File: src/rtl/display_scan_ctrl.sv
// display_scan_ctrl
//   Display-side master for the touchscreen slot interface. Sweeps
//   display_number over slots 1..NUM_SLOTS. For each slot it waits for the
//   client's registered response and captures valid/name/value. It then
//   forwards the slot as one record to the LCD renderer over a valid/ready
//   handshake. Sweeps repeat, separated by an idle gap, while scan_en is high.
//
//   Optional build macro: SCAN_SKIP_BLANK_EN
//     defined     - slots that report display_valid=0 produce no record
//     not defined - every slot produces a record; blank slots carry rec_blank=1
//
// Ports
//   clk             in   1   system clock
//   reset           in   1   asynchronous, active-high reset
//   scan_en         in   1   1 = run sweeps; 0 = stop at the next slot boundary
//   display_number  out  6   slot currently addressed (1..NUM_SLOTS)
//   display_valid   in   1   client response: slot in use
//   display_name    in   40  client response: 5 ASCII chars, MSB = first char
//   display_value   in   32  client response: value
//   rec_valid       out  1   record available
//   rec_ready       in   1   renderer accepts record
//   rec_slot        out  6   slot number of record
//   rec_name        out  40  captured name
//   rec_value       out  32  captured value
//   rec_blank       out  1   1 = slot reported display_valid=0
//   sweep_done      out  1   one-cycle pulse after the last slot is handed off
module display_scan_ctrl #(
  parameter int unsigned NUM_SLOTS   = 44,
  parameter int unsigned SETTLE      = 1,
  parameter int unsigned REFRESH_GAP = 1000
) (
  input  logic        clk,
  input  logic        reset,
  input  logic        scan_en,
  output logic [5:0]  display_number,
  input  logic        display_valid,
  input  logic [39:0] display_name,
  input  logic [31:0] display_value,
  output logic        rec_valid,
  input  logic        rec_ready,
  output logic [5:0]  rec_slot,
  output logic [39:0] rec_name,
  output logic [31:0] rec_value,
  output logic        rec_blank,
  output logic        sweep_done
);

  localparam int unsigned SETTLE_W = ($clog2(SETTLE + 1) < 1) ? 1 : $clog2(SETTLE + 1);
  localparam int unsigned GAP_W    = ($clog2(REFRESH_GAP + 1) < 1) ? 1 : $clog2(REFRESH_GAP + 1);

  localparam logic [5:0]          LAST_SLOT  = 6'(NUM_SLOTS);
  localparam logic [SETTLE_W-1:0] SETTLE_END = SETTLE_W'(SETTLE - 1);
  localparam logic [GAP_W-1:0]    GAP_END    = GAP_W'(REFRESH_GAP);

  typedef enum logic [2:0] {
    IDLE,
    WAIT,
    CAPTURE,
    SEND,
    GAP
  } state_t;

  state_t              state, state_d;
  logic [5:0]          number_d;
  logic                valid_d;
  logic [5:0]          slot_d;
  logic [39:0]         name_d;
  logic [31:0]         value_d;
  logic                blank_d;
  logic                done_d;
  logic [SETTLE_W-1:0] settle_cnt, settle_d;
  logic [GAP_W-1:0]    gap_cnt, gap_d;

  always_ff @(posedge clk or posedge reset) begin
    if (reset) begin
      state          <= IDLE;
      display_number <= 6'd1;
      rec_valid      <= 1'b0;
      rec_slot       <= '0;
      rec_name       <= '0;
      rec_value      <= '0;
      rec_blank      <= 1'b0;
      sweep_done     <= 1'b0;
      settle_cnt     <= '0;
      gap_cnt        <= '0;
    end else begin
      state          <= state_d;
      display_number <= number_d;
      rec_valid      <= valid_d;
      rec_slot       <= slot_d;
      rec_name       <= name_d;
      rec_value      <= value_d;
      rec_blank      <= blank_d;
      sweep_done     <= done_d;
      settle_cnt     <= settle_d;
      gap_cnt        <= gap_d;
    end
  end

  always_comb begin
    state_d  = state;
    number_d = display_number;
    valid_d  = rec_valid;
    slot_d   = rec_slot;
    name_d   = rec_name;
    value_d  = rec_value;
    blank_d  = rec_blank;
    done_d   = 1'b0;
    settle_d = settle_cnt;
    gap_d    = gap_cnt;

    case (state)
      // display_number is held here: 1 after reset or a completed sweep,
      // or the next slot when scan_en dropped mid-sweep.
      IDLE: begin
        if (scan_en) begin
          state_d  = WAIT;
          settle_d = '0;
        end
      end

      WAIT: begin
        if (settle_cnt == SETTLE_END) begin
          state_d = CAPTURE;
        end else begin
          settle_d = settle_cnt + 1'b1;
        end
      end

      CAPTURE: begin
        state_d = SEND;
`ifdef SCAN_SKIP_BLANK_EN
        // A blank slot leaves rec_valid low; SEND then advances immediately.
        if (display_valid) begin
          valid_d = 1'b1;
          slot_d  = display_number;
          name_d  = display_name;
          value_d = display_value;
          blank_d = 1'b0;
        end
`else
        valid_d = 1'b1;
        slot_d  = display_number;
        blank_d = ~display_valid;
        name_d  = display_valid ? display_name  : '0;
        value_d = display_valid ? display_value : '0;
`endif
      end

      // rec_valid doubles as the "handshake pending" flag. The edge that
      // completes the handshake only drops rec_valid. The following edge
      // advances the slot, so consecutive records are never back-to-back.
      SEND: begin
        if (rec_valid) begin
          if (rec_ready) begin
            valid_d = 1'b0;
          end
        end else begin
          settle_d = '0;
          if (display_number == LAST_SLOT) begin
            number_d = 6'd1;
            done_d   = 1'b1;
            gap_d    = '0;
            state_d  = GAP;
          end else begin
            number_d = display_number + 6'd1;
            state_d  = scan_en ? WAIT : IDLE;
          end
        end
      end

      GAP: begin
        if (gap_cnt == GAP_END) begin
          settle_d = '0;
          state_d  = scan_en ? WAIT : IDLE;
        end else begin
          gap_d = gap_cnt + 1'b1;
        end
      end

      default: state_d = IDLE;
    endcase
  end

endmodule

File: config.mk
export PLATFORM = sky130hd
export DESIGN_NAME = display_scan_ctrl
export DESIGN_NICKNAME = d
export VERILOG_FILES = /design/src/rtl/display_scan_ctrl.sv
export SDC_FILE = /design/constraint.sdc
export NUM_CORES = 1
export LEC_CHECK = 0
export CAP_MARGIN = 20
export CELL_PAD_IN_SITES_DETAIL_PLACEMENT = 0
export CELL_PAD_IN_SITES_GLOBAL_PLACEMENT = 1
export CORE_ASPECT_RATIO = 0.7
export CORE_UTILIZATION = 36
export CTS_BUF_LIST = sky130_fd_sc_hd__clkbuf_2
export DETAILED_ROUTE_END_ITERATION = 8
export PLACE_DENSITY = 0.93
export SLEW_MARGIN = 10
export SYNTH_ARGS = -nofsm -noshare
export SYNTH_HDL_FRONTEND = slang
export SYNTH_SLANG_ARGS = --single-unit
File: constraint.sdc
create_clock -name clk -period 7.2 [get_ports clk]
set_clock_uncertainty 0.15 [all_clocks]
set_input_delay 1.44 -clock clk [delete_from_list [all_inputs] [get_ports clk]]
set_output_delay 1.44 -clock clk [all_outputs]
set_load 0.01 [all_outputs]
==> summary.md <==
| Metric | Value |
|---|---|
| Slew Viols, Final | `0` |
| WS Path Type | `reg -> out` |
| Crit path max-delay family | `flip-flops` |
| Compound-cell area share of the yosys netlist | `10.4%` |
| Total CTS buffers | `9` |
| Critical path fanouts, max | `6` |
| Final number of setup-violating endpoints | `0` |
| Static leakage | `2.67 nW` |
| Vias | `3451` |
| Vias per cell | `4.61` |
| Die X | `between 100 and 150 um` |
| Worst slew margin | `47.2%` |
| Height of the chip | `approximately 92 um` |
| Pre-CTS WS | `just under 4 ns` |
| Post-route worst setup slack | `3.86 ns` |
| Post-layout util | `54.0%` |
| Status | `complete, no violations` |
| VDD IR max | `0.185 mV` |
| Vias in the first global route | `3294` |
| Syn_nets | `521` |
| Worst EP required | `5.61 ns` |
| Most frequent cells in the layout | `clkdlybuf4s50_1, nand2_1, dfrtp_1` |
| Worst path bufs/invs | `1` |
| Later-pin clock latency in the skew report | `0.56 ns` |
| Synth cell types | `38` |
| Worst path max stage delay | `about 0.63 ns` |
| DRC Markers | `0` |
| Worst-path clk slew | `0.26 ns` |
| Final Cycle Share | `46.3%` |
| Seq cells post-synth | `100` |
| Worst Setup Start Kind | `register` |
| Rows | `32` |
| Routed Antenna Nets | `0` |
| Synth Warn # | `0` |
| # nets final | `671` |
| Core area | `around 11000 um2` |
| Simple-Gate Fraction of Synth Area | `20.8%` |
| H-tree Lvls | `3` |
| Post-synthesis mux area share | `around 1.9%` |
| Worst Tran Pin Value | `0.793 ns` |
| Initial antenna violation count | `0` |
| First-pass GRT wire length | `16600 um` |
| # resized after CTS | `0` |
| Design Power | `0.00201 W` |
| CTS sink count | `100` |
| N_diodes | `0` |
| Setup_tns | `0 ns` |
| F_max | `0.300 GHz` |
| Post-Syn Area per Cell | `~9.6 um2` |
| Post-layout min period | `approximately 3.3 ns` |
| Largest family of logic cells by synthesized area | `simple AND/OR/NAND/NOR gates` |
| Initial Utilization | `37.5%` |
| Area Overhead vs Synth | `43.7%` |
| # port buffers | `around 160` |
| CTS tree | `yes` |
| Arrival time at the worst endpoint | `between 1.5 and 2 ns` |
| Crit-path cells | `clkdlybuf4s50_1` |
| Final hold vios | `0` |
| Placer congestion estimate | `0.836` |
| Total track usage | `approximately 17%` |
| Clk root buf | `clkbuf_2` |
| Total grt overflow | `0` |
| Sequential element share of the synthesized area | `59.5%` |
| Most common cell after layout, fill and taps aside | `clkdlybuf4s50_1` |
| Setup repair after global routing missed its margin | `no` |
| Area of the mapped netlist | `4210 um2` |
| Slowest CP cell | `dfstp_2` |
| Post-Synth XOR/XNOR Area | `1.87%` |
| Worst Hold Class | `reg -> reg` |
| Die Area | `between 10000 and 15000 um2` |
| Power Density | `332 nW/um2` |
| # IOs | `164` |
| Synth Area in Adders | `approximately 1.2%` |
| Pin count of the biggest net entering global routing | `83` |
| Max cap viols | `0` |
| Pre-antenna DRT Iters | `4` |
| Clock Tree Buf Depth | `2` |
| Final WL | `9980 um` |
| # hold bufs at CTS | `0` |
| Post-CTS Setup Inserts | `0` |
| Avg WL per Cell | `about 13 um` |
| Initial DRC Count | `200` |
| Layout cells sized above 1 | `between 5 and 6%` |
| DP Wirelength | `between 7000 and 8000 um` |
| Syn Inst Count | `440` |
| CP Capture Type | `primary output` |
[synthesized netlist by cell type]
library cell	count	area share (%)
dfrtp_1	99	59
or2_2	1	0.15
or3b_1	1	0.21
nand2_1	157	14
nor3_1	2	0.24
and3_1	3	0.45
buf_4	3	0.54
mux2_4	4	1.4
nor3b_1	1	0.18
a211oi_1	1	0.18
o31ai_1	1	0.18
o22a_1	1	0.21
clkbuf_1	18	1.6
dfstp_2	1	0.62
nand2b_1	1	0.15
and4bb_2	2	0.59
o21ai_0	31	3.7
nor2_1	16	1.4
and3b_1	1	0.21
a21oi_1	2	0.24
a21o_1	2	0.36
mux2i_1	1	0.24
nor2b_1	2	0.30
xnor2_1	1	0.21
nand3_1	4	0.48
ha_1	4	1.2
nor4_1	1	0.15
or3_1	1	0.15
xor2_1	8	1.7
nor4b_4	1	0.56
and2_1	1	0.15
nand4_1	5	0.74
buf_6	6	1.6
inv_1	6	0.54
o21ai_1	47	5.6
mux2_2	1	0.27
nand4bb_1	1	0.27
and4_1	2	0.42
[routing by layer]
| layer | up-vias | global-route usage (%) | share of wire, % |
|---|---|---|---|
| met1 | 1604 | 23.4 | 47 |
| met3 | 10 | 5.04 | 5.7 |
| met2 | 100 | 26.5 | 46 |
| met4 | 0 | 4.61 | 0.99 |
| met5 | - | 0 | 0 |
| li1 | 1737 | - | - |
[worst paths after layout]
path | startpoint | to | slack (ns) | depth (start not counted)
setup / recovery | display_number[0] | display_number[0] | 3.86 | 1
hold / removal | rec_value[3] | rec_value[3] | 0.37 | 2
setup reg to reg | state[1] | rec_slot[4] | 4.62 | 3
hold reg to reg | rec_value[3] | rec_value[3] | 0.37 | 2
max in group asynchronous | reset | sweep_done | 4.69 | 3
min in group asynchronous | reset | rec_name[1] | 1.06 | 2
[power by group]
group | switching, W | internal (W)
clock network | 0.000182 | 0.000116
logic | 0.000405 | 0.000445
registers | 0.000120 | 0.000741
total | 0.000708 | 0.00130
[final cells by class]
class                      instances  area [um2]
tap                              153         191
multi-input combinational        307        1530
fill                            1021        5160
timing repair buffer             166        1660
inverter                           6        25.0
clock buffer                      10        50.0
sequential                       100        2500
clock inverter                     6        88.8
[flip-flops by register name, summed over array words and instances (netlist names)]
name,count
rec_value,32
state,3
rec_blank,1
rec_slot,6
display_number,6
rec_valid,1
rec_name,40
gap_cnt,10
sweep_done,1
[kinds of logic (layout without fill, tap and decap cells)]
logic type	after synthesis	in the layout
compound gates	85	85
fa+ha+maj	4	4
simple gates	203	203
buf+inv	33	188
xor+xnor	9	9
mux	6	6
flops	100	100
[metrics by stage]
step,cell area [um2],cells,hold slack (ns)
3_5_place_dp,5910,732,0.323
3_3_place_gp,5890,731,0.315
4_1_cts,6050,748,0.376
2_1_floorplan,4210,440,0.342
6_report,6050,748,0.369
5_1_grt,6050,748,0.398
Power figures use the tool's default switching activity.
